## config.mk

```make
export PLATFORM = sky130hd
export DESIGN_NAME = inst_fetch
export DESIGN_NICKNAME = d
export VERILOG_FILES = /design/src/rtl/inst_fetch.sv
export SDC_FILE = /design/constraint.sdc
export NUM_CORES = 1
export LEC_CHECK = 0
export ABC_AREA = 0
export CORE_MARGIN = 5
export CORE_UTILIZATION = 30
export CTS_CLUSTER_DIAMETER = 60
export DETAILED_ROUTE_END_ITERATION = 10
export GPL_ROUTABILITY_DRIVEN = 0
export PLACE_DENSITY_LB_ADDON = 0.1
export RECOVER_POWER = 50
export SLEW_MARGIN = 20
export SYNTH_ARGS = -nofsm -noshare
export SYNTH_HDL_FRONTEND = slang
export SYNTH_SLANG_ARGS = --single-unit
```

## constraint.sdc

```tcl
create_clock -name clk -period 6.5 [get_ports clk]
set_input_delay 0.65 -clock clk [delete_from_list [all_inputs] [get_ports clk]]
set_output_delay 0.65 -clock clk [all_outputs]
set_load 0.005 [all_outputs]
```

## src/rtl/inst_fetch.sv

```systemverilog
// Instruction fetch stage: drives a synchronous instruction memory and presents
// one in-order instruction per cycle, with stall hold and a one-bubble redirect.
module inst_fetch #(
    parameter logic [31:0] RESET_PC = 32'h0000_0000,
    parameter int          IMEM_AW  = 14
) (
    input  logic               clk,
    input  logic               rst,
    input  logic               stall,
    input  logic               branch_taken,
    input  logic [31:0]        branch_target,
    output logic [IMEM_AW-1:0] imem_addr,
    input  logic [31:0]        imem_rdata,
    output logic [31:0]        instruction,
    output logic [31:0]        pc_out,
    output logic [31:0]        pc_plus4,
    output logic               inst_valid,
    output logic               misalign
);

    typedef enum logic [1:0] {
        ST_BUBBLE = 2'b00,
        ST_RUN    = 2'b01,
        ST_HOLD   = 2'b10
    } state_t;

    localparam logic [31:0] NOP = 32'h0000_0013;

    state_t      r_state;
    state_t      w_state_nxt;
    logic [31:0] r_fpc;
    logic [31:0] r_dpc;
    logic [31:0] r_hold;
    logic        r_misalign;

    logic        w_redirect;
    logic        w_advance;
    logic        w_capture;
    logic [31:0] w_fpc_inc;
    logic [31:0] w_target_aligned;

    assign imem_addr        = r_fpc[IMEM_AW+1:2];
    assign w_fpc_inc        = r_fpc + 32'd4;
    assign w_target_aligned = {branch_target[31:2], 2'b00};
    assign misalign         = r_misalign;

    // Classify the current cycle into redirect / advance / capture actions.
    always_comb begin
        w_redirect = 1'b0;
        w_advance  = 1'b0;
        w_capture  = 1'b0;
        case (r_state)
            ST_BUBBLE: begin
                w_advance = 1'b1;
            end
            ST_RUN, ST_HOLD: begin
                if (branch_taken) begin
                    w_redirect = 1'b1;
                end else if (stall) begin
                    w_capture = (r_state == ST_RUN);
                end else begin
                    w_advance = 1'b1;
                end
            end
            default: begin
                w_advance = 1'b0;
            end
        endcase
    end

    // State register.
    always_ff @(posedge clk or posedge rst) begin
        if (rst) begin
            r_state <= ST_BUBBLE;
        end else begin
            r_state <= w_state_nxt;
        end
    end

    // Next-state logic; branch outranks stall, and the bubble ignores both.
    always_comb begin
        w_state_nxt = r_state;
        case (r_state)
            ST_BUBBLE: begin
                w_state_nxt = ST_RUN;
            end
            ST_RUN, ST_HOLD: begin
                if (branch_taken) begin
                    w_state_nxt = ST_BUBBLE;
                end else if (stall) begin
                    w_state_nxt = ST_HOLD;
                end else begin
                    w_state_nxt = ST_RUN;
                end
            end
            default: begin
                w_state_nxt = ST_BUBBLE;
            end
        endcase
    end

    // Fetch/decode PCs, stalled-word capture and the misalign pulse.
    always_ff @(posedge clk or posedge rst) begin
        if (rst) begin
            r_fpc      <= RESET_PC;
            r_dpc      <= RESET_PC;
            r_hold     <= NOP;
            r_misalign <= 1'b0;
        end else begin
            r_misalign <= 1'b0;
            if (w_redirect) begin
                r_fpc      <= w_target_aligned;
                r_misalign <= |branch_target[1:0];
            end else if (w_advance) begin
                r_dpc <= r_fpc;
                r_fpc <= w_fpc_inc;
            end else if (w_capture) begin
                // The memory word is only valid this cycle; keep it for HOLD.
                r_hold <= imem_rdata;
            end else begin
                r_fpc <= r_fpc;
            end
        end
    end

    // Output decode from the current state.
    always_comb begin
        pc_out   = r_dpc;
        pc_plus4 = r_dpc + 32'd4;
        case (r_state)
            ST_RUN: begin
                inst_valid  = 1'b1;
                instruction = imem_rdata;
            end
            ST_HOLD: begin
                inst_valid  = 1'b1;
                instruction = r_hold;
            end
            ST_BUBBLE: begin
                inst_valid  = 1'b0;
                instruction = NOP;
            end
            default: begin
                inst_valid  = 1'b0;
                instruction = NOP;
            end
        endcase
    end

endmodule
```

======== Word level (Yosys, flattened, before mapping) ========
Cells that the tools add are included.
word-level totals
  logic and storage cells ................. 33
  input port bits ......................... 68
  output and inout port bits .............. 112
  register bits ........................... 99
operators by class
  multiplexer cells ....................... 16
  reductions and logical operators ........ 6
  bitwise gates (word level) .............. 2
  equal/unequal tests ..................... 2
  add/subtract/negate cells ............... 2
operators by type and width
  cell                                                             number
  32-bit by 3-bit adder with 32-bit output, second input constant  2
  32-bit 2-to-1 mux                                                2
  32-bit case mux with 2 select lines                              1
  1-bit 2-to-1 mux                                                 9
  2-bit 2-to-1 mux                                                 2
  2-bit case mux with 2 select lines                               1
  2-bit OR reduction                                               2
  3-bit AND reduction                                              1
  2-bit by 1-bit == test with 1-bit output, second input constant  1
  2-bit == test, second input constant                             1
  2-bit zero test                                                  1
  1-bit NOT                                                        2
  1-bit case mux with 2 select lines                               1
  2-bit AND reduction                                              1
  2-bit nonzero test                                               1

======== Depth between registers and ports, before layout ========
Gate-level depths: netlist (run 1).
  depth in word-level cells ............... 5
  gate-level depth with buffers ........... 9
  depth with buffers taken out ............ 7

======== Worst setup path after synthesis (run 1) ========
Ideal clock, no wire load.
  path type ............................... reg-to-output
  start point ............................. register r_dpc[12] (netlist: pc_out[12])
  end point ............................... output pc_plus4[26]
  arrival time ............................ 1.591 ns
  path buffers ............................ 1
  data required time ...................... 5.850 ns
  cell stages (with the launch flop) ...... 7
  slack ................................... 4.259 ns
  cell sequence ........................... dfrtp_1 -> buf_2 -> nand4_1 -> or2_2 -> nor4_1 -> nand2_1 -> xnor2_1
on the way
  word-level cells in the longest chain between the ends .. 1
RTL lines
  what                                      RTL line  source
  start, declared                           32        logic [31:0] r_dpc;
  start signal, assigned                    115       r_dpc <= r_fpc;
  32-bit by 3-bit adder with 32-bit output  129       pc_plus4 = r_dpc + 32'd4;
  end, declared                             16        output logic [31:0] pc_plus4,
No other way between the ends.

======== Worst setup path after layout (run 1) ========
  start point ............................. register r_dpc[12] (netlist: pc_out[12])
  end point ............................... output pc_plus4[30]
The elaborated chain is that of the path after synthesis.

==> metrics.txt, run 1 <==
synthesized instance count=529; number of placement rows=between 40 and 50; clock share of power=between 10% and 20%; Initial Util=30.5%; post-synthesis simple-gate area fraction=19.5%; VDD IR-drop max=approximately 0.00015 V; post-synth cell types=38; xor/xnor cell area share of the yosys netlist=roughly 9.2%; Synth area leaders=dfrtp_1, mux2_2, xnor2_1, a22oi_1, nand2_1; Worst R2R Setup Slack=between 3000 and 4000 ps; largest area contributor in the netlist=dfrtp_1; Setup Skew=just under 6 ps; Hold Crit Class=reg -> reg; failing checks=max-capacitance violations, max-slew violations; largest family of logic cells by synthesized area=simple AND/OR/NAND/NOR gates; Net Sw Frac=a little over a third; multiplexer area fraction after synthesis=around an eighth; fin crit share=between 50% and 60%; DR pass1 iterations=4; run status=complete, but fails checks; Psw=approximately 1.3 mW; asr flop ratio synth=between 90% and 100%; share of layout cells above drive strength 1=between 10 and 15%; width of the die=145 um; first-pass GRT wire length=between 20 and 25 mm; aggregate global routing overflow=0; Inserted Clock Buffers=9; Worst Path Arrival=3030 ps; Post-DRT Antenna Nets=0; Die H=145 um; Avg WL per Cell=between 15 and 20 um; Lkg Pwr=~3.0 nW; cell with the most instances after synthesis=dfrtp_1; vias in the first global route=around 4300; CP Launch Type=register; Reg power frac=~36%; YS warnings=0; DRC viols=0; TritonCTS clock tree=done; RSZ-0062 raised after global routing=false; clock sink count=95; Tightest Pin Transition=~1700 ps; antenna violations before repair=0; Seq/Total Area, Yosys=between 40 and 50%; Synth Area in Adders=between 1 and 1.5%; Clk pin slew, worst setup/hold paths=~70 ps; Tot GR Track Use=between 15 and 20%; FF+latch count, synth=95; area share of the largest cell type after synthesis=a little over two fifths; Top Ports=180; Final Util=a little over two fifths; via count=about 4400; largest fanout on the critical path=9; Compound-Gate Fraction of Synth Area=8.28%; ys flop type=dfrtp_1; max cap viols=1; fill cell count=around 1700; # hold bufs at CTS=0; final wirelength=between 15 and 20 mm; Data required, critical path=a little under 6000 ps; PD cells=around 450 mW/mm^2; Setup CP Type=reg -> out; Final HPWL DP=~12 mm; Iter 0 DRT Violations=between 200 and 250; Max H-tree Level=3; FMAX=0.271 GHz; Post-synth EDFFs=0; # nets final=744; # diodes=0; Core Region=0.0179 mm^2; Final Max Tran Viols=37; Die ar.=roughly 0.021 mm^2; post-layout min period=3680 ps; vias per cell=roughly 5; CTS-repair resized insts=0; largest net degree at the start of global routing=61; Clk Latency, worst-skew pair=between 300 and 400 ps; Final Hold Fails=0; Crit. End Element=output pin; Internal=roughly 2.2 mW; Area Growth Syn to Fin=38.3%; synth cell count leaders=dfrtp_1, nand2_1, mux2_2; synthesized area per cell=between 10 and 15 um^2; final setup fails=0; Setup TNS=0 ps; Post-CTS Setup Repair Bufs=0; combinational fraction of design power=between 40% and 50%; clock buffer depth=2; Port Buf Inserts=about 180; CTS Root Cell=clkbuf_16; Slew headroom=-12.4%; Mapped Area=approximately 0.0055 mm^2
## worst paths after layout
| kind | end | start | depth (start not counted) |
|---|---|---|---|
| max in group asynchronous | pc_out[3]$_DFFE_PP0P_ | rst | 3 |
| min in group asynchronous | r_hold[5]$_DFFE_PP0P_ | rst | 2 |
| hold / removal | r_hold[19]$_DFFE_PP0P_ | r_hold[19]$_DFFE_PP0P_ | 1 |
| setup / recovery | pc_plus4[30] | pc_out[12]$_DFFE_PP0P_ | 6 |
| hold reg to reg | r_hold[19]$_DFFE_PP0P_ | r_hold[19]$_DFFE_PP0P_ | 1 |
| setup reg to reg | pc_out[22]$_DFFE_PP0P_ | r_state[0]$_DFF_PP0_ | 6 |
## routing by layer
metal,vias up,share of wire (%),track usage [%]
li1,2108,-,-
met2,137,47,24.7
met1,2147,45,20.6
met4,0,2.1,5.25
met3,21,5.7,2.83
met5,-,0,0
## kinds of logic (layout without fill, tap and decap cells)
family	after synthesis	count (layout)
buffers and inverters	60	202
muxes	57	57
and+or+nand+nor	183	183
adders and majority gates	6	6
DFF	95	95
xor gates and xnor gates	57	57
other	1	4
AOI/OAI and AO/OA	70	70
## cell type report
class / count / area [um^2] / share of cell area, %
multi-input combinational: 377 / 2750 / 36.5
sequential: 95 / 2380 / 31.6
clock inverter: 6 / 92.6 / 1.23
inverter: 10 / 38.8 / 0.514
clock buffer: 9 / 225 / 2.99
tap: 229 / 287 / 3.80
timing repair buffer: 177 / 1770 / 23.4
## cells in the final DEF (no fill, tap or decap), drive strengths merged, types with 3 or more instances in the layout
| cell type | Yosys | layout |
|---|---|---|
| a22oi | 32 | 32 |
| and2 | 5 | 5 |
| and3 | 6 | 6 |
| and4 | 8 | 8 |
| clkbuf | 21 | 9 |
| clkdlybuf4s50 | 0 | 123 |
| clkinvlp | 0 | 3 |
| conb | 1 | 4 |
| dfrtp | 92 | 92 |
| dfstp | 3 | 3 |
| dlygate4sd3 | 0 | 52 |
| ha | 6 | 6 |
| inv | 10 | 11 |
| mux2 | 56 | 56 |
| nand2 | 61 | 61 |
| nand3 | 18 | 18 |
| nand4 | 14 | 14 |
| nor2 | 12 | 12 |
| nor2b | 31 | 31 |
| nor3 | 11 | 11 |
| nor4 | 12 | 12 |
| o21ai | 36 | 36 |
| xnor2 | 45 | 45 |
| xor2 | 12 | 12 |
## sequential cells by signal (all words and copies together) (netlist names)
register and flops:
r_hold 32, r_fpc 30, pc_out 30, r_state 2
misalign 1
## power groups by stage
stage	clock [mW]	sequential (mW)	combinational, mW
2_1_floorplan	0	1.12	0.966
3_3_place_gp	0	1.22	1.70
3_5_place_dp	0	1.24	1.71
4_1_cts	0.594	1.23	1.72
5_1_grt	0.619	1.27	1.78
6_report	0.576	1.22	1.63
## critical path: stages (launching register included)
cell and delay, ps:
dfrtp_1 490, nand4_1 180, or2_2 330, nor4_1 820, nand2_1 170, xnor2_1 180
clkdlybuf4s50_1 520
## metrics by stage
step | setup slack [ps] | hold WS [ps] | total power, mW | instances | instance area, um^2
2_1_floorplan | 3380 | 480 | 2.09 | 532 | 5470
3_3_place_gp | 3180 | 487 | 2.92 | 888 | 7220
3_5_place_dp | 3150 | 494 | 2.95 | 888 | 7230
4_1_cts | 2770 | 509 | 3.54 | 903 | 7550
5_1_grt | 2610 | 517 | 3.67 | 903 | 7540
6_report | 2820 | 508 | 3.43 | 903 | 7540
Note: power is estimated with default switching activity, not from simulation.
==> inputs of run 2 (changes only) <==
==> constraint.sdc (replaced) <==
create_clock -name clk -period 3.6 [get_ports clk]
set_input_delay 0.36 -clock clk [delete_from_list [all_inputs] [get_ports clk]]
set_output_delay 0.36 -clock clk [all_outputs]
set_load 0.005 [all_outputs]
==> run 2 against run 1 <==
- the flow still finishes with violations (max-capacitance violations, max-slew violations)
- sequential cell count is the same
- clock skew grew 1.0 ps
- global-route usage is essentially flat
- non-clock buffer count grew 6
- wire length shrank 3.2%
- count of clock-buffer cells in the layout grew 1
- critical path type unchanged
==> metrics.txt, run 2 (synthesized netlist as in run 1, its figures left out) <==
run status=complete, but fails checks; failing checks=max-capacitance violations, max-slew violations; Avg WL per Cell=approximately 18 um; Die ar.=0.0210 mm^2; clock sink count=95; Setup TNS=0 ps; CP Depth=6; Die H=~140 um; CTS Root Cell=clkbuf_16; Hold Path Stages=1; share of layout cells above drive strength 1=between 10% and 20%; Final Non-Filler Cells=910; via count=~4400; Seq. cell area=0.00238 mm^2; Port Buf Inserts=~180; Post-CTS Setup Repair Bufs=0; DRC viols=0; Iter 0 DRT Violations=between 200 and 250; Post-DRT Antenna Nets=0; post-layout min period=~3100 ps; largest fanout on the critical path=7; # hold bufs at CTS=0; dpl ws=between 700 and 800 ps; largest net degree at the start of global routing=61; commonest non-fill, non-tap cell in the layout=clkdlybuf4s50_1; antenna violations before repair=0; Core Region=0.0179 mm^2; CP bufs+invs=1; max cap viols=1; most frequent cells in the layout=clkdlybuf4s50_1, dfrtp_1, nand2_1, mux2_2, dlygate4sd3_1; Crit. End Element=output pin; RSZ-0062 raised after global routing=false; Clk Latency, worst-skew pair=350 ps; Inserted Clock Buffers=9; DR pass1 iterations=4; number of placement rows=slightly below 50; Clk pin slew, worst setup/hold paths=about 60 ps; Top Family by Delay on Critical Path=simple AND/OR/NAND/NOR gates; Final HPWL DP=approximately 12 mm; Slowest cell on crit path=clkdlybuf4s50_1; Lkg Pwr=between 3 and 4 nW; # placed instances=~890; CTS-repair resized insts=0; VDD IR-drop max=0.000292 V; max reg flops=32; fill cell count=roughly 1700; Top Ports=180; aggregate global routing overflow=0; fin crit share=~87%; PD cells=a little over 800 mW/mm^2; max incr delay on CP=around 520 ps; Final Max Tran Viols=60; width of the die=approximately 140 um; vias per cell=4.78; Tot GR Track Use=between 10% and 20%; Setup Skew=~7.0 ps; FMAX=between 0.3 and 0.4 GHz; Final Hold Fails=0; Tightest Pin Transition=2300 ps; Data required, critical path=between 3000 and 4000 ps; Top reg by flops=r_hold; worst setup margin=471 ps; clock buffer depth=2; # diodes=0; Max H-tree Level=3; Area Growth Syn to Fin=39.5%; # nets final=750; Initial Util=a little under a third; vias in the first global route=~4500; area of the multi-input gates=~0.0027 mm^2; Hold Crit Class=reg -> reg; Slew headroom=-53.2%; final setup fails=0; Pwr Total=roughly 6.2 mW; TritonCTS clock tree=done; final wirelength=16.0 mm; Setup CP Type=reg -> out; first-pass GRT wire length=roughly 25 mm; CP Cell Sequence=and4_1 > nand4_1 > nor4_4 > nand3_1 > xnor2_1 > clkdlybuf4s50_1; r2r worst-path depth=7; CP Launch Type=register; Worst Path Arrival=around 2800 ps; WHS=between 500 and 600 ps
-- run 2: cell count changes in the layout (fill, tap and decap cells not counted), sizes merged --
cell           delta
dlygate4sd3       -3
clkinvlp          -2
clkbuf            +5
clkdlybuf4s50     +3
buf               +2
inv               +1
bufinv            +1
-- run 2: worst reg2reg max path, delay by kind of cell (launching register included) --
| family | cells | cell delay (ps) |
|---|---|---|
| fa+ha+maj | 1 | 280 |
| buf+inv | 2 | 370 |
| flops | 1 | 380 |
| mux | 1 | 420 |
| simple gates | 3 | 1320 |
-- run 2: worst paths after layout --
path,from,end,slack [ps]
max,pc_out[4]$_DFFE_PP0P_,pc_plus4[31],470
min,r_hold[5]$_DFFE_PP0P_,r_hold[5]$_DFFE_PP0P_,510
max reg2reg,r_state[0]$_DFF_PP0_,pc_out[16]$_DFFE_PP0P_,720
min reg2reg,r_hold[5]$_DFFE_PP0P_,r_hold[5]$_DFFE_PP0P_,510
max in group asynchronous,rst,r_fpc[24]$_DFFE_PP0P_,810
min in group asynchronous,rst,r_hold[24]$_DFFE_PP0P_,1260
-- run 2: metal layers --
layer | wire [um] | global-route usage (%) | up-vias
met3 | 867 | 2.56 | 18
met4 | 306 | 5.60 | 0
met1 | 7190 | 20.3 | 2093
met5 | 0 | 0 | -
li1 | - | - | 2114
met2 | 7590 | 25.0 | 129
-- run 2: power breakdown --
| part | switching, mW | internal, mW | total (mW) |
|---|---|---|---|
| Sequential | 0.611 | 1.60 | 2.21 |
| Clock | 0.425 | 0.703 | 1.13 |
| Combinational | 1.18 | 1.73 | 2.91 |
| Total | 2.22 | 4.03 | 6.25 |
-- run 2: cell type report --
class,instances,area share (%)
well taps,229,3.77
flip-flops and latches,95,31.3
inverters,10,0.493
clock inverters,6,1.51
repair buffers,183,23.7
multi-input cells,377,36.1
clock buffers,10,3.14
-- run 2: metrics by stage --
step	util (%)	cell area, um^2
global route	42.5	7610
global placement	40.6	7270
finish	42.5	7610
floorplan	-	5470
CTS	42.6	7620
detailed placement	40.6	7270
==> edit: new RTL, settings of run 2 <==
Set the parameter `IMEM_AW` to 13 (it was 14).
--- a/src/rtl/inst_fetch.sv
+++ b/src/rtl/inst_fetch.sv
@@ -2,7 +2,7 @@
 // one in-order instruction per cycle, with stall hold and a one-bubble redirect.
 module inst_fetch #(
     parameter logic [31:0] RESET_PC = 32'h0000_0000,
-    parameter int          IMEM_AW  = 14
+    parameter int          IMEM_AW  = 13
 ) (
     input  logic               clk,
     input  logic               rst,
Ports: changed (resized imem_addr); port bits go from 180 to 179. No check against the original RTL was run, so the function may have changed too.
==> edit against run 2 <==
  * The flow still finishes with violations (max-capacitance violations, max-slew violations)
  * Sequential cell count stayed put
  * Wire length is 0.68% higher
  * Area after synthesis fell by 0.14%
  * Non-clock buffer count shrank 4
  * Count of clock-buffer cells in the layout stayed put
  * Cell area decreased by 1.1%
  * Register-to-register slack improved by 0.32 ns
  * Power down 3.2%
  * Setup slack got worse by 0.029 ns
  * Worst hold slack worse by 0.00058 ns
  * Critical path type unchanged
==> edit: results (changes against run 2) <==
[status]
status=finished with violations
violations=max-capacitance violations, max-slew violations

[clocking]
clock_path_buffers=2  ; unchanged
clkTransAtPathRegs_ns=0.07

[timing]
maxSlewViolCount=52  ; -13%
skew_ns=0.003981  ; -0.003003 ns
slew_headroom_pct=-46.81  ; +6.4 points

[global_route]
antenna_found_initial=0  ; unchanged
use_met3_pct=2.958  ; +0.39 points
use_met2_pct=24.68  ; -0.27 points
use_met1_pct=21.03  ; +0.76 points
grt_use_total_pct=15.36  ; +0.13 points
grt_pass1_wl_mm=25.19  ; +0.53%

[layout]
fillerInstances=1760  ; +1.4%
layout.nets=746  ; -0.53%
drive_gt1_share_pct=14.48  ; -0.062 points

[drt]
viasPerCell=4.833  ; +1.0%
drt-initial-drc-count=135  ; -34%
wl_mm=16.06  ; +0.68%

[logic_synthesis]
ys_seq_area_share_pct=43.72  ; +0.060 points
async_reset_ff_share_pct=100.0  ; unchanged
synth_warnings=0  ; unchanged
synth_common_cells=dfrtp_1 (92), nand2_1 (60), mux2_2 (56)
ys.flop_type=dfrtp_1

[critical_path]
arrival_ns=2.80  ; +0.03 ns
ff2ff_path_depth=6  ; -1
rrSetupSlack_ns=1.04  ; +0.32 ns
r2r_end=pc_out[19]
path_max_fanout=9  ; +2

[power]
switching_share_pct=37.00  ; +1.5 points
ir_drop_mv=0.3131  ; +7.2%
p_leak_nw=2.977  ; -1.2%

[hold_path]
hp-start=r_hold[18]
hold-path-cell-count=1  ; unchanged
min_to=r_hold[18]

[place]
dp.final_hpwl_mm=12.11  ; +0.61%
port_buffers=174  ; -0.57%
dpl_cell_area_um2=7248  ; -0.28%

[job]
drv_cap=1  ; unchanged

-- edit: cells by family after synthesis --
group                    count (synthesis)  synth area share [%]
other                                    1               0.06885
multiplexers                            57                 11.76
flip-flops                              95                 43.72
adder cells (fa/ha/maj)                  6                 1.378
AND/OR/NAND/NOR                        183                 19.57
buffers and inverters                   59                 6.042
XOR/XNOR                                57                 9.166
AO/OA/AOI/OAI                           70                 8.293
-- edit: how the worst max path moves through the flow --
| stage | start | endpoint | slack, ns | cells after the start |
|---|---|---|---|---|
| 2_1_floorplan | rst | misalign | 0.77 | 1 |
| 3_3_place_gp | pc_out[12] | pc_plus4[28] | 0.79 | 6 |
| 3_5_place_dp | pc_out[12] | pc_plus4[30] | 0.74 | 6 |
| 4_1_cts | pc_out[12] | pc_plus4[30] | 0.35 | 6 |
| 5_1_grt | pc_out[12] | pc_plus4[30] | 0.19 | 6 |
| 6_report | pc_out[12] | pc_plus4[30] | 0.44 | 6 |
-- edit: critical path, stage by stage (launching register included) --
cell and delay, ns:
dfrtp_1 0.49, nand4_1 0.17, or2_2 0.32, nor4_1 0.64
nand2_1 0.15, xnor2_1 0.17, clkdlybuf4s50_1 0.52
-- edit: power by group through the flow --
stage / clock network (mW) / registers [mW] / logic, mW
finish: 0.918 / 2.20 / 2.93
global route: 0.998 / 2.30 / 3.21
CTS: 0.960 / 2.22 / 3.09
detailed placement: 0 / 2.23 / 3.08
global placement: 0 / 2.21 / 3.06
floorplan: 0 / 2.02 / 1.74
-- edit: routing by layer --
layer	vias to the layer above	routed length, µm
met5	-	0
met4	0	257
met3	15	945
met2	129	7438
met1	2123	7421
li1	2112	-
-- edit: area by class of cell --
cell class                      count  area share [%]
Inverter                           10          0.4988
Multi-Input combinational cell    377           36.53
Timing Repair Buffer              179           23.77
Tap cell                          229           3.807
Sequential cell                    95           31.64
Clock inverter                      6          0.5819
Clock buffer                       10           3.175
-- edit: per-stage QoR --
stage / utilization (%) / hold slack, ns / cells / setup slack [ns] / total power [mW]
finish: 42.04 / 0.5078 / 906 / 0.4419 / 6.049
global route: 42.04 / 0.5249 / 906 / 0.1939 / 6.508
CTS: 42.07 / 0.5091 / 906 / 0.3540 / 6.270
detailed placement: 40.49 / 0.4939 / 890 / 0.7439 / 5.315
global placement: 40.49 / 0.4874 / 890 / 0.7894 / 5.268
floorplan: - / 0.4679 / 531 / 0.7679 / 3.758
